`src/rtl/multicycle_ctrl_pkg.sv`:
```
// multicycle_ctrl_pkg: state, opcode and select encodings shared by the multi-cycle MIPS controller.
// Optional feature macro: MULTICYCLE_CTRL_ADDI_EN (addi support).
package multicycle_ctrl_pkg;
  localparam logic [3:0] FETCH    = 4'd0;
  localparam logic [3:0] DECODE   = 4'd1;
  localparam logic [3:0] MEM_ADDR = 4'd2;
  localparam logic [3:0] MEM_RD   = 4'd3;
  localparam logic [3:0] WB_MEM   = 4'd4;
  localparam logic [3:0] MEM_WR   = 4'd5;
  localparam logic [3:0] EXEC     = 4'd6;
  localparam logic [3:0] R_DONE   = 4'd7;
  localparam logic [3:0] BRANCH   = 4'd8;
  localparam logic [3:0] JUMP     = 4'd9;
  localparam logic [3:0] ADDI_EX  = 4'd10;
  localparam logic [3:0] ADDI_WB  = 4'd11;

  localparam logic [5:0] OP_RTYPE = 6'b000000;
  localparam logic [5:0] OP_LW    = 6'b100011;
  localparam logic [5:0] OP_SW    = 6'b101011;
  localparam logic [5:0] OP_BEQ   = 6'b000100;
  localparam logic [5:0] OP_J     = 6'b000010;
  localparam logic [5:0] OP_ADDI  = 6'b001000;

  localparam logic [1:0] ALUOP_ADD   = 2'b00;
  localparam logic [1:0] ALUOP_SUB   = 2'b01;
  localparam logic [1:0] ALUOP_FUNCT = 2'b10;

  localparam logic [1:0] SRCB_B       = 2'b00;
  localparam logic [1:0] SRCB_4       = 2'b01;
  localparam logic [1:0] SRCB_IMM     = 2'b10;
  localparam logic [1:0] SRCB_IMM_SL2 = 2'b11;

  localparam logic [1:0] PCSRC_ALU    = 2'b00;
  localparam logic [1:0] PCSRC_ALUOUT = 2'b01;
  localparam logic [1:0] PCSRC_JUMP   = 2'b10;

`ifdef MULTICYCLE_CTRL_ADDI_EN
  localparam bit ADDI_EN = 1'b1;
`else
  localparam bit ADDI_EN = 1'b0;
`endif

  typedef struct packed {
    logic       pc_write;
    logic       pc_write_cond;
    logic       iord;
    logic       mem_read;
    logic       mem_write;
    logic       ir_write;
    logic       mem_to_reg;
    logic       reg_dst;
    logic       reg_write;
    logic       alu_src_a;
    logic [1:0] alu_src_b;
    logic [1:0] alu_op;
    logic [1:0] pc_source;
    logic       instr_done;
    logic       illegal_op;
  } ctrl_t;

  function automatic logic op_legal(input logic [5:0] op);
    return (op inside {OP_RTYPE, OP_LW, OP_SW, OP_BEQ, OP_J}) || (ADDI_EN && op == OP_ADDI);
  endfunction
endpackage

```
`src/rtl/multicycle_ctrl_if.sv`:
```
// multicycle_ctrl_if: controller <-> datapath/memory bundle; master = controller, slave = datapath side.
// zero only qualifies pc_write_cond inside the datapath, so the controller modport does not read it.
interface multicycle_ctrl_if;
  logic [5:0] opcode;
  logic       zero;
  logic       mem_ready;
  logic       pc_write;
  logic       pc_write_cond;
  logic       iord;
  logic       mem_read;
  logic       mem_write;
  logic       ir_write;
  logic       mem_to_reg;
  logic       reg_dst;
  logic       reg_write;
  logic       alu_src_a;
  logic [1:0] alu_src_b;
  logic [1:0] alu_op;
  logic [1:0] pc_source;
  logic       instr_done;
  logic       illegal_op;
  logic [3:0] state;
  modport master (
    input  opcode, mem_ready,
    output pc_write, pc_write_cond, iord, mem_read, mem_write, ir_write, mem_to_reg,
           reg_dst, reg_write, alu_src_a, alu_src_b, alu_op, pc_source, instr_done,
           illegal_op, state
  );
  modport slave (
    output opcode, zero, mem_ready,
    input  pc_write, pc_write_cond, iord, mem_read, mem_write, ir_write, mem_to_reg,
           reg_dst, reg_write, alu_src_a, alu_src_b, alu_op, pc_source, instr_done,
           illegal_op, state
  );
endinterface

```
`src/rtl/multicycle_ctrl_decode.sv`:
```
// multicycle_ctrl_decode: combinational state -> control-vector lookup (ADDI states under MULTICYCLE_CTRL_ADDI_EN).
module multicycle_ctrl_decode
  import multicycle_ctrl_pkg::*;
(
  input  logic [3:0] i_state,
  input  logic       i_mem_ready,
  input  logic [5:0] i_opcode,
  output ctrl_t      o_ctrl
);
  logic w_illegal;
  assign w_illegal = !op_legal(i_opcode);
  always_comb begin
    o_ctrl = '0;
    case (i_state)
      FETCH: begin
        o_ctrl.mem_read  = 1'b1;
        o_ctrl.alu_src_b = SRCB_4;
        o_ctrl.alu_op    = ALUOP_ADD;
        o_ctrl.pc_source = PCSRC_ALU;
        o_ctrl.ir_write  = i_mem_ready;
        o_ctrl.pc_write  = i_mem_ready;
      end
      DECODE: begin
        o_ctrl.alu_src_b  = SRCB_IMM_SL2;
        o_ctrl.alu_op     = ALUOP_ADD;
        o_ctrl.illegal_op = w_illegal;
        o_ctrl.instr_done = w_illegal;
      end
      MEM_ADDR: begin
        o_ctrl.alu_src_a = 1'b1;
        o_ctrl.alu_src_b = SRCB_IMM;
        o_ctrl.alu_op    = ALUOP_ADD;
      end
      MEM_RD: begin
        o_ctrl.mem_read = 1'b1;
        o_ctrl.iord     = 1'b1;
      end
      WB_MEM: begin
        o_ctrl.reg_write  = 1'b1;
        o_ctrl.mem_to_reg = 1'b1;
        o_ctrl.instr_done = 1'b1;
      end
      MEM_WR: begin
        o_ctrl.mem_write  = 1'b1;
        o_ctrl.iord       = 1'b1;
        o_ctrl.instr_done = i_mem_ready;
      end
      EXEC: begin
        o_ctrl.alu_src_a = 1'b1;
        o_ctrl.alu_src_b = SRCB_B;
        o_ctrl.alu_op    = ALUOP_FUNCT;
      end
      R_DONE: begin
        o_ctrl.reg_write  = 1'b1;
        o_ctrl.reg_dst    = 1'b1;
        o_ctrl.instr_done = 1'b1;
      end
      BRANCH: begin
        o_ctrl.alu_src_a     = 1'b1;
        o_ctrl.alu_src_b     = SRCB_B;
        o_ctrl.alu_op        = ALUOP_SUB;
        o_ctrl.pc_write_cond = 1'b1;
        o_ctrl.pc_source     = PCSRC_ALUOUT;
        o_ctrl.instr_done    = 1'b1;
      end
      JUMP: begin
        o_ctrl.pc_write   = 1'b1;
        o_ctrl.pc_source  = PCSRC_JUMP;
        o_ctrl.instr_done = 1'b1;
      end
`ifdef MULTICYCLE_CTRL_ADDI_EN
      ADDI_EX: begin
        o_ctrl.alu_src_a = 1'b1;
        o_ctrl.alu_src_b = SRCB_IMM;
        o_ctrl.alu_op    = ALUOP_ADD;
      end
      ADDI_WB: begin
        o_ctrl.reg_write  = 1'b1;
        o_ctrl.instr_done = 1'b1;
      end
`endif
      default: o_ctrl = '0;
    endcase
  end
endmodule

```
`src/rtl/multicycle_ctrl.sv`:
```
// multicycle_ctrl: Moore control FSM for the multi-cycle MIPS datapath with mem_ready-stalled memory states.
// Optional feature macro: MULTICYCLE_CTRL_ADDI_EN enables the addi states (ADDI_EX/ADDI_WB).
module multicycle_ctrl
  import multicycle_ctrl_pkg::*;
#(
  parameter logic [3:0] RESET_STATE = FETCH
) (
  input logic clk,
  input logic rst_n,
  multicycle_ctrl_if.master bus
);
  logic [3:0] r_state;
  logic [3:0] w_next;
  ctrl_t      w_ctrl;

  always_ff @(posedge clk or negedge rst_n)
    if (!rst_n) r_state <= RESET_STATE;
    else        r_state <= w_next;

  always_comb begin
    w_next = FETCH;
    case (r_state)
      FETCH:    w_next = bus.mem_ready ? DECODE : FETCH;
      DECODE:
        case (bus.opcode)
          OP_LW, OP_SW: w_next = MEM_ADDR;
          OP_RTYPE:     w_next = EXEC;
          OP_BEQ:       w_next = BRANCH;
          OP_J:         w_next = JUMP;
`ifdef MULTICYCLE_CTRL_ADDI_EN
          OP_ADDI:      w_next = ADDI_EX;
`endif
          default:      w_next = FETCH;
        endcase
      MEM_ADDR: w_next = (bus.opcode == OP_LW) ? MEM_RD : MEM_WR;
      MEM_RD:   w_next = bus.mem_ready ? WB_MEM : MEM_RD;
      MEM_WR:   w_next = bus.mem_ready ? FETCH : MEM_WR;
      EXEC:     w_next = R_DONE;
`ifdef MULTICYCLE_CTRL_ADDI_EN
      ADDI_EX:  w_next = ADDI_WB;
`endif
      default:  w_next = FETCH;
    endcase
  end

  multicycle_ctrl_decode u_decode (
    .i_state     (r_state),
    .i_mem_ready (bus.mem_ready),
    .i_opcode    (bus.opcode),
    .o_ctrl      (w_ctrl)
  );

  // FETCH strobes follow mem_ready, so hold them off while reset is asserted
  assign bus.pc_write      = w_ctrl.pc_write & rst_n;
  assign bus.ir_write      = w_ctrl.ir_write & rst_n;
  assign bus.pc_write_cond = w_ctrl.pc_write_cond;
  assign bus.iord          = w_ctrl.iord;
  assign bus.mem_read      = w_ctrl.mem_read;
  assign bus.mem_write     = w_ctrl.mem_write;
  assign bus.mem_to_reg    = w_ctrl.mem_to_reg;
  assign bus.reg_dst       = w_ctrl.reg_dst;
  assign bus.reg_write     = w_ctrl.reg_write;
  assign bus.alu_src_a     = w_ctrl.alu_src_a;
  assign bus.alu_src_b     = w_ctrl.alu_src_b;
  assign bus.alu_op        = w_ctrl.alu_op;
  assign bus.pc_source     = w_ctrl.pc_source;
  assign bus.instr_done    = w_ctrl.instr_done;
  assign bus.illegal_op    = w_ctrl.illegal_op;
  assign bus.state         = r_state;
endmodule

```
`src/flat_wrapper.sv`:
```
// flat-port wrapper written by rule: the top's interface ports become plain ports
module multicycle_ctrl_flat import multicycle_ctrl_pkg::*;
#(
  parameter logic [3:0] RESET_STATE = FETCH
)
  (clk, rst_n, bus_opcode, bus_mem_ready, bus_pc_write, bus_pc_write_cond, bus_iord, bus_mem_read, bus_mem_write, bus_ir_write, bus_mem_to_reg, bus_reg_dst, bus_reg_write, bus_alu_src_a, bus_alu_src_b, bus_alu_op, bus_pc_source, bus_instr_done, bus_illegal_op, bus_state);
  multicycle_ctrl_if bus_i ();
  input logic clk;
  input logic rst_n;
  input wire logic [$bits(bus_i.opcode)-1:0] bus_opcode;
  input wire logic [$bits(bus_i.mem_ready)-1:0] bus_mem_ready;
  output wire logic [$bits(bus_i.pc_write)-1:0] bus_pc_write;
  output wire logic [$bits(bus_i.pc_write_cond)-1:0] bus_pc_write_cond;
  output wire logic [$bits(bus_i.iord)-1:0] bus_iord;
  output wire logic [$bits(bus_i.mem_read)-1:0] bus_mem_read;
  output wire logic [$bits(bus_i.mem_write)-1:0] bus_mem_write;
  output wire logic [$bits(bus_i.ir_write)-1:0] bus_ir_write;
  output wire logic [$bits(bus_i.mem_to_reg)-1:0] bus_mem_to_reg;
  output wire logic [$bits(bus_i.reg_dst)-1:0] bus_reg_dst;
  output wire logic [$bits(bus_i.reg_write)-1:0] bus_reg_write;
  output wire logic [$bits(bus_i.alu_src_a)-1:0] bus_alu_src_a;
  output wire logic [$bits(bus_i.alu_src_b)-1:0] bus_alu_src_b;
  output wire logic [$bits(bus_i.alu_op)-1:0] bus_alu_op;
  output wire logic [$bits(bus_i.pc_source)-1:0] bus_pc_source;
  output wire logic [$bits(bus_i.instr_done)-1:0] bus_instr_done;
  output wire logic [$bits(bus_i.illegal_op)-1:0] bus_illegal_op;
  output wire logic [$bits(bus_i.state)-1:0] bus_state;
  assign bus_i.opcode = bus_opcode;
  assign bus_i.mem_ready = bus_mem_ready;
  assign bus_pc_write = bus_i.pc_write;
  assign bus_pc_write_cond = bus_i.pc_write_cond;
  assign bus_iord = bus_i.iord;
  assign bus_mem_read = bus_i.mem_read;
  assign bus_mem_write = bus_i.mem_write;
  assign bus_ir_write = bus_i.ir_write;
  assign bus_mem_to_reg = bus_i.mem_to_reg;
  assign bus_reg_dst = bus_i.reg_dst;
  assign bus_reg_write = bus_i.reg_write;
  assign bus_alu_src_a = bus_i.alu_src_a;
  assign bus_alu_src_b = bus_i.alu_src_b;
  assign bus_alu_op = bus_i.alu_op;
  assign bus_pc_source = bus_i.pc_source;
  assign bus_instr_done = bus_i.instr_done;
  assign bus_illegal_op = bus_i.illegal_op;
  assign bus_state = bus_i.state;
  multicycle_ctrl #(.RESET_STATE(RESET_STATE)) u_core (.clk(clk), .rst_n(rst_n), .bus(bus_i));
endmodule
```
`config.mk`:
```
export PLATFORM = sky130hd
export DESIGN_NAME = multicycle_ctrl_flat
export DESIGN_NICKNAME = d
export VERILOG_FILES = /design/src/rtl/multicycle_ctrl_pkg.sv /design/src/rtl/multicycle_ctrl_if.sv /design/src/rtl/multicycle_ctrl_decode.sv /design/src/rtl/multicycle_ctrl.sv /design/src/flat_wrapper.sv
export SDC_FILE = /design/constraint.sdc
export NUM_CORES = 1
export LEC_CHECK = 0
export CAP_MARGIN = 0
export CORE_MARGIN = 2
export CORE_UTILIZATION = 31
export CTS_CLUSTER_SIZE = 28
export DETAILED_ROUTE_END_ITERATION = 7
export PLACE_DENSITY = 0.73
export SETUP_SLACK_MARGIN = 0.5
export SLEW_MARGIN = 20
export SYNTH_ARGS = -nofsm -noshare
export SYNTH_HDL_FRONTEND = slang
export SYNTH_SLANG_ARGS = --single-unit
```
`constraint.sdc`:
```
create_clock -name clk -period 1.6 [get_ports clk]
set_clock_uncertainty 0.1 [all_clocks]
set_input_delay 0.32 -clock clk [delete_from_list [all_inputs] [get_ports clk]]
set_output_delay 0.32 -clock clk [all_outputs]
set_load 0.01 [all_outputs]
```
==> results.cfg, run 1 <==
[run_status]
status = complete, but fails checks
violations = setup timing

[clocking]
cts_hold_buf = 0
clock-root-buffer = clkbuf_4
numCtsBuffers = 3
path_clk_slew_ns = 0.04
worstSkewPairLatency_ns = 0.25
htree_levels = 1
cts_max_path_buffers = 2
cts_sinks = 4
cts_tree = done

[cells_and_area]
drive_gt1_share_pct = 80.82
largest_reg_flops = 4
nNetsFinal = 157
antenna_cells = 0
final_util_pct = 93.53
final_common_cell = buf_4
area_growth_pct = 185.4
layout_common_cells = 27 x buf_4, 25 x buf_6, 16 x buf_2, 8 x nor2_1, 5 x nor2_4

[power_and_ir_drop]
max-vdd-ir-drop_mv = 0.6643
p_comb_share_pct = 61.3
p_leak_uw = 0.0006430
clkPwrFrac_pct = 21.0
p_int_uw = 402.3
p_sw_uw = 246.2
swShare_pct = 37.96
p_seq_share_pct = 17.7
power.density_nw_per_um2 = 465.7

[drt]
num_vias = 963
wl_per_cell_um = 21.99
drt_iter0_drc = 26
route.detailed.drc = 0
firstDrtPassIters = 4
drt_wl_total_mm = 3.562
ant_nets = 0
vias_per_cell = 5.944

[grt]
met1_usage_pct = 28.05
grt-ovfl-total = 0
gr-usage-all-layers_pct = 28.33
grt_max_degree = 9
grt_use_met2_pct = 50.88
grt.busiest_layer = met2
met3_usage_pct = 5.417
grt_pass1_vias = 857
grt_pass1_wl_mm = 3.843
antenna_found_initial = 0

[yosys]
synth_area_um2 = 488.0
synth_compound_area_share_pct = 11.79
synth_cell_type_count = 30
yosysSeqAreaShare_pct = 20.51
synthCells = 72
synth_mux_area_share_pct = 6.667
synth_top_family_by_area = simple AND/OR/NAND/NOR gates
synthFlopType = dfrtp_1
avgSynthCellArea_um2 = 6.777
synthXorXnorAreaFrac_pct = 3.590
synth-edff-count = 0
yosys_warnings = 0
synth_nets = 81
ys_ff_latch = 4
synthSimpleGateAreaFrac_pct = 50.51
synth_fa_ha_area_share_pct = 0
async_reset_ff_share_pct = 100.0

[job]
drv_cap = 0

[sta]
slew_violations = 0
layout_setup_ws_ns = -0.3839
hold_viol = 0
clock.fmax_ghz = 0.5041
rsz0062_at_grt = true
tns_ns = -3.857
fin_crit_sh_pct = 124.0
whs_ns = 0.1116
final.min_clock_period_ns = 1.984
relSlewSlack_pct = 69.91
finalSetupViolations = 20
tightest_slew_ns = 0.4479

[worst_setup_path]
required_ns = 1.18
r2r_start = u_core.bus.state[1]$_DFF_PN0_
crit_type = flop to primary output
endpoint_kind = primary output
critPathLaunchType = flop
arrival_ns = 1.56
worst-path-max-fanout = 3
r2r_end = u_core.bus.state[1]$_DFF_PN0_
rrSetupSlack_ns = -0.05
r2r_cells = 9

[floorplan]
start_util_pct = 32.77
core_area_um2 = 1489
die_x_um = 43.68
die-area_um2 = 1908
num_rows = 14
fp.dieH_um = 43.68
ios = 31

[placement]
numPortBuffers = 30
dp_hpwl_mm = 1.613
gp_congestion = 0.8746
post-place-ws_ns = -1.052

[worst_hold_path]
hp-class = primary input to asynchronous set/reset pin
[through the flow]
stage	power [uW]	cells	cell area [um^2]
after floorplan	253.8	72	659.4
after global placement	409.4	143	1150
after detailed placement	417.3	143	1150
after CTS	573.3	157	1270
after global routing	664.9	162	1393
final	648.5	162	1393
[critical path: stages, from the launching register on]
cell and delay, ns:
dfrtp_2 0.43, nand2b_4 0.17, o21ai_2 0.16, nor2_1 0.06, or3_4 0.38, buf_6 0.13
[per-layer routing]
metal | vias up | part of all wire [%]
li1 | 401 | -
met5 | - | 0
met4 | 0 | 4.5
met1 | 467 | 35
met2 | 77 | 52
met3 | 18 | 8.5
[synthesized netlist by cell type (2+ instances only)]
cell	n	area [um^2]
nor2_1	15	56.30
nor3_1	7	35.03
nand2_1	6	22.52
dfrtp_1	4	100.1
a21oi_1	3	15.01
buf_2	3	15.01
nand2b_1	3	18.77
nand3_1	3	15.01
nor3b_1	3	22.52
inv_1	2	7.510
mux2_2	2	22.52
nor2b_1	2	12.51
o221ai_1	2	17.52
[layout make-up]
class                   count  area (um^2)
well taps                  16        20.02
multi-input cells          61        585.6
flip-flops and latches      4        102.6
clock buffers               3        22.52
repair buffers             76        651.9
fillers                    48        96.34
inverters                   2        10.01
[worst max path at each step]
stage / start / to / slack, ns / depth (start not counted)
after floorplan: bus_opcode[1] / bus_instr_done / -0.01 / 4
after global placement: bus_opcode[1] / bus_instr_done / -1.00 / 6
after detailed placement: bus_opcode[1] / bus_instr_done / -1.05 / 6
after CTS: u_core.bus.state[0]$_DFF_PN0_ / bus_instr_done / -0.33 / 6
after global routing: bus_opcode[3] / bus_instr_done / -0.42 / 6
final: u_core.bus.state[1]$_DFF_PN0_ / bus_instr_done / -0.38 / 5
[kinds of logic after synthesis]
kind of cell / Yosys count
and+or+nand+nor: 47
AOI/OAI and AO/OA: 9
buffers and inverters: 7
DFF: 4
muxes: 3
xor gates and xnor gates: 2
[timing repair]
action	in CTS	in global routing
resized for setup	135	24
endpoints found under the setup margin	26	26
pin swaps	12	11
buffers inserted	11	5
[power groups by stage]
stage          clock network [uW]  registers (uW)  logic (uW)
5_1_grt                       136             115         414
3_3_place_gp                    0             117         292
3_5_place_dp                    0             118         300
6_report                      136             115         398
2_1_floorplan                   0             120         134
4_1_cts                       133             114         326
(Power assumes the default switching activity.)
==> inputs of run 2 (changes only) <==
--- a/config.mk
+++ b/config.mk
@@ -11,8 +11,8 @@
 export CTS_CLUSTER_SIZE = 28
 export DETAILED_ROUTE_END_ITERATION = 7
 export PLACE_DENSITY = 0.73
-export SETUP_SLACK_MARGIN = 0.5
-export SLEW_MARGIN = 20
+export SETUP_SLACK_MARGIN = 0.02
+export SLEW_MARGIN = 5
 export SYNTH_ARGS = -nofsm -noshare
 export SYNTH_HDL_FRONTEND = slang
 export SYNTH_SLANG_ARGS = --single-unit
==> run 2 against run 1 <==
  * The run still ends with setup timing left
  * Design area shrank 10%
  * Hold slack better by 0.18 ns
  * Power shrank 10%
  * First-iteration DRC count down 31%
  * Combinational power fell by 15%
  * Fmax up 3.2%
  * Clock-buffer cell count stayed put
  * Highest routed layer unchanged
  * Global-route usage is 3.0 points lower
  * Sequential power is essentially flat
  * Final cell count shrank 5.6%
  * Sequential share of layout area is 0.85 points higher
==> results.cfg, run 2 (synthesis gave the netlist of run 1 again) <==
[worst_setup_path]
r2r_end = u_core.bus.state[2]$_DFF_PN0_
critPathSlowestCell = dfrtp_2
crit_type = flop to primary output
rrSetupSlack_ns = 0.02
arrival_ns = 1.50
r2r_cells = 7
path_cells = nand2b_4 -> nor2_4 -> and3_4 -> or3_4 -> buf_6
cp-startpoint = u_core.bus.state[0]$_DFF_PN0_
critPathTopFamily = simple AND/OR/NAND/NOR gates
cpPeakStageDelay_ns = 0.44
critPathBufInv = 1
endpoint_kind = primary output
worst-path-max-fanout = 5
r2r_start = u_core.bus.state[0]$_DFF_PN0_
required_ns = 1.18
critPathLaunchType = flop

[power_and_ir_drop]
p_comb_share_pct = 58.1
p_sw_uw = 201.8
power.density_nw_per_um2 = 465.7
clkPwrFrac_pct = 21.9
p_seq_share_pct = 20.0
p_int_uw = 379.7
swShare_pct = 34.70
p_leak_uw = 0.0006001
max-vdd-ir-drop_mv = 0.5529

[clocking]
cts_hold_buf = 0
numCtsBuffers = 3
path_clk_slew_ns = 0.04
htree_levels = 1
cts_max_path_buffers = 2
clock-root-buffer = clkbuf_4
worstSkewPairLatency_ns = 0.24
cts_sinks = 4
cts_tree = done

[grt]
antenna_found_initial = 0
grt-ovfl-total = 0
grt_pass1_vias = 788
grt_pass1_wl_mm = 3.532
grt_max_degree = 15
gr-usage-all-layers_pct = 25.28

[cells_and_area]
drive_gt1_share_pct = 75.91
area_growth_pct = 155.9
layout_common_cells = 24 x buf_4, 19 x buf_2, 16 x buf_6, 7 x nor2_1
multiInputGateArea_um2 = 563.0
fillers = 98
final_common_cell = buf_4
regArea_um2 = 102.6
nNetsFinal = 148
antenna_cells = 0
largest_reg_flops = 4

[drt]
drt_iter0_drc = 18
ant_nets = 0
route.detailed.drc = 0
vias_per_cell = 5.346
drt_wl_total_mm = 2.302
num_vias = 818
wl_per_cell_um = 15.05
firstDrtPassIters = 4

[worst_hold_path]
hold_end = u_core.bus.state[3]$_DFF_PN0_
hold_start = bus_opcode[5]
whs_path_depth = 4
hp-class = primary input to flop

[floorplan]
start_util_pct = 32.77
die-area_um2 = 1908
ios = 31
die_x_um = 43.68
num_rows = 14
fp.dieH_um = 43.68
core_area_um2 = 1489

[sta]
tns_ns = -2.535
relSlewSlack_pct = 77.05
tightest_slew_ns = 0.3415
final.min_clock_period_ns = 1.922
slew_violations = 0
clock.fmax_ghz = 0.5202
fin_crit_sh_pct = 120.1
hold_viol = 0
rsz0062_at_grt = true
finalSetupViolations = 18
layout_setup_ws_ns = -0.3222

[placement]
gp_congestion = 0.8454
numPortBuffers = 30
post-place-ws_ns = -1.037
dp_hpwl_mm = 1.365

[run_status]
status = complete, but fails checks
violations = setup timing

[job]
drv_cap = 0
## run 2: changes by cell type in the layout (fill, tap and decap cells not counted), sizes merged
cell / before / now
buf: 70 / 60
clkbuf: 3 / 5
clkdlybuf4s15: 2 / 1
clkdlybuf4s50: 0 / 1
dlygate4sd2: 4 / 2
dlymetal6s2s: 0 / 1
## run 2: worst max path at each step
stage / cells after the start / end / slack, ns
after floorplan: 4 / bus_instr_done / -0.01
after global routing: 5 / bus_instr_done / -0.37
after global placement: 6 / bus_instr_done / -1.01
after CTS: 5 / bus_instr_done / -0.31
final: 5 / bus_instr_done / -0.32
after detailed placement: 6 / bus_instr_done / -1.04
## run 2: area by class of cell
| cell class | count | share of cell area (%) |
|---|---|---|
| repair buffers | 67 | 42.48 |
| multi-input cells | 61 | 45.09 |
| clock buffers | 3 | 1.804 |
| inverters | 2 | 0.8016 |
| well taps | 16 | 1.603 |
| flip-flops and latches | 4 | 8.216 |
## run 2: metal layers
metal,up-vias,share of wire (%),global-route usage [%]
li1,386,-,-
met3,8,7.2,4.167
met4,0,3.5,13.94
met2,42,54,47.94
met1,382,36,25.58
met5,-,0,0
## run 2: power groups by stage
stage / clock (uW) / combinational, uW / sequential, uW
floorplan: 0 / 112 / 120
global placement: 0 / 257 / 118
detailed placement: 0 / 261 / 118
CTS: 136 / 294 / 117
global route: 143 / 357 / 117
finish: 127 / 338 / 116
## run 2: through the flow
step	util, %	hold WS (ns)	instances	area [um^2]	total power [uW]
floorplan	-	-0.07559	72	556.8	231.4
global placement	69.41	0.5226	139	1033	375.2
detailed placement	69.41	0.5197	139	1033	379.1
CTS	76.39	0.3019	151	1137	546.0
global route	83.87	0.2884	153	1249	617.5
finish	83.87	0.2910	153	1249	581.5
## run 2: repair_timing
item                       in CTS  in global routing
pin swaps                      18                  6
buffers inserted                8                  5
cloned                          1                  0
setup endpoints to repair      22                 23
gates resized for setup       133                 27
## run 2: worst reg2reg max path: stages (launching register included)
cell and delay, ns:
dfrtp_2 0.42, buf_4 0.14, buf_8 0.13, nand2_1 0.09, buf_4 0.14, nor3b_1 0.19, a21oi_1 0.08, o221ai_2 0.19
==> inputs of run 3 (changes only) <==
--- a/config.mk
+++ b/config.mk
@@ -6,11 +6,14 @@
 export NUM_CORES = 1
 export LEC_CHECK = 0
 export CAP_MARGIN = 0
+export CELL_PAD_IN_SITES_DETAIL_PLACEMENT = 1
+export CELL_PAD_IN_SITES_GLOBAL_PLACEMENT = 2
 export CORE_MARGIN = 2
-export CORE_UTILIZATION = 31
+export CORE_UTILIZATION = 15
+export CTS_CLUSTER_DIAMETER = 50
 export CTS_CLUSTER_SIZE = 28
 export DETAILED_ROUTE_END_ITERATION = 7
-export PLACE_DENSITY = 0.73
+export PLACE_DENSITY_LB_ADDON = 0.1
 export SETUP_SLACK_MARGIN = 0.02
 export SLEW_MARGIN = 5
 export SYNTH_ARGS = -nofsm -noshare
==> run 3 against run 2 <==
  * The run still ends with setup timing left
  * Combinational power rose by 10%
  * Final cell count rose by 27%
  * Design area rose by 12%
  * Power rose by 8.5%
  * Utilization fell by 39 points
  * Sequential cell count did not move
  * Sequential share of layout area fell by 0.86 points
  * Critical path type unchanged
  * Critical endpoint unchanged
  * Largest power group unchanged
==> results.cfg, run 3 (synthesis gave the netlist of run 1 again) <==
[sta]
hold_viol = 0
final.min_clock_period_ns = 1.908
whs_ns = 0.3642
relSlewSlack_pct = 83.40
clock.fmax_ghz = 0.5242
finalSetupViolations = 19
fin_crit_sh_pct = 119.2
tightest_slew_ns = 0.2471
slew_violations = 0
tns_ns = -3.221
layout_setup_ws_ns = -0.3075
rsz0062_at_grt = true

[floorplan]
fp.dieH_um = 61.04
die-area_um2 = 3725
num_rows = 20
core_area_um2 = 3078
die_x_um = 61.04
start_util_pct = 15.85
ios = 31

[clocking]
htree_levels = 1
path_clk_slew_ns = 0.05
numCtsBuffers = 3
cts_sinks = 4
cts_tree = done
clock-root-buffer = clkbuf_4
cts_max_path_buffers = 2
cts_hold_buf = 0
worstSkewPairLatency_ns = 0.25

[worst_setup_path]
worst-path-max-fanout = 3
path_cells = nand2b_4 -> o21ai_2 -> nor2_1 -> or3_4 -> buf_6
cpPeakStageDelay_ns = 0.43
cp-startpoint = u_core.bus.state[1]$_DFF_PN0_
arrival_ns = 1.49
critPathSlowestCell = dfrtp_2
r2r_start = u_core.bus.state[1]$_DFF_PN0_
critPathLaunchType = flop
crit_type = flop to primary output
endpoint_kind = primary output
required_ns = 1.18

[run_status]
violations = setup timing
status = complete, but fails checks

[placement]
numPortBuffers = 30
dp_hpwl_mm = 1.755
post-place-ws_ns = -1.050
gp_congestion = 0.7989

[power_and_ir_drop]
power_uw = 631.2
p_leak_uw = 0.0006510
max-vdd-ir-drop_mv = 0.3227
power.density_nw_per_um2 = 452.8

[grt]
grt_max_degree = 12
antenna_found_initial = 0
grt_pass1_wl_mm = 3.960
grt_pass1_vias = 815
grt-ovfl-total = 0
gr-usage-all-layers_pct = 14.38

[cells_and_area]
largest_reg_flops = 4
drive_gt1_share_pct = 79.47
area_growth_pct = 185.6
antenna_cells = 0
final_util_pct = 45.28
final_common_cell = buf_4
nNetsFinal = 161
layout_common_cells = 35 x buf_4, 19 x buf_6, 19 x buf_2, 7 x nor2_1

[drt]
firstDrtPassIters = 4
route.detailed.drc = 0
vias_per_cell = 4.246
num_vias = 828
wl_per_cell_um = 12.87
ant_nets = 0
drt_wl_total_mm = 2.509
drt_iter0_drc = 17

[worst_hold_path]
hp-class = primary input to asynchronous set/reset pin

[job]
drv_cap = 0
-- run 3: worst paths after layout --
path | endpoint | slack (ns) | cells past startpoint
setup / recovery | bus_instr_done | -0.31 | 5
hold / removal | u_core.bus.state[0]$_DFF_PN0_ | 0.36 | 2
setup reg to reg | u_core.bus.state[2]$_DFF_PN0_ | -0.01 | 8
hold reg to reg | u_core.bus.state[0]$_DFF_PN0_ | 0.71 | 4
max in group asynchronous | u_core.bus.state[3]$_DFF_PN0_ | 0.91 | 2
min in group clk | u_core.bus.state[2]$_DFF_PN0_ | 0.38 | 3
-- run 3: metal layers --
| metal | vias up | routed length, um | track usage, % | part of all wire [%] |
|---|---|---|---|---|
| met5 | - | 0 | 0 | 0 |
| met4 | 0 | 0 | 2.484 | 0 |
| met3 | 0 | 80 | 2.731 | 3.2 |
| met2 | 17 | 1295 | 24.32 | 52 |
| met1 | 395 | 1133 | 19.28 | 45 |
| li1 | 416 | - | - | - |
-- run 3: final cells by class --
class / instances / area [um^2]
Sequential cell: 4 / 102.6
Timing Repair Buffer: 80 / 635.6
Inverter: 2 / 10.01
Tap cell: 44 / 55.05
Multi-Input combinational cell: 61 / 564.3
Fill cell: 378 / 1684
Clock buffer: 4 / 26.28
-- run 3: timing repair --
item / CTS / global route
endpoints found under the setup margin: 23 / 21
cloned: 1 / 0
resized for setup: 139 / 25
hold endpoints to repair: 0 / 0
buffers inserted: 11 / 9
pin swaps: 15 / 9
-- run 3: critical path, delay by kind of cell (launching register included) --
kind                   cells  cell delay [ns]
buffers and inverters      1             0.13
DFF                        1             0.43
AOI/OAI and AO/OA          1             0.13
and+or+nand+nor            3             0.55
-- run 3: per-stage QoR --
stage / area [um^2] / instances
6_report: 1394 / 195
5_1_grt: 1394 / 195
4_1_cts: 1232 / 187
3_5_place_dp: 1099 / 171
3_3_place_gp: 1099 / 171
2_1_floorplan: 556.8 / 72
-- run 3: power by group --
| group | leakage (uW) | switching (uW) | internal, uW |
|---|---|---|---|
| logic | 0.000585 | 155 | 217 |
| registers | 0.0000513 | 9.01 | 107 |
| clock network | 0.0000150 | 48.5 | 94.0 |
| total | 0.000651 | 212 | 419 |
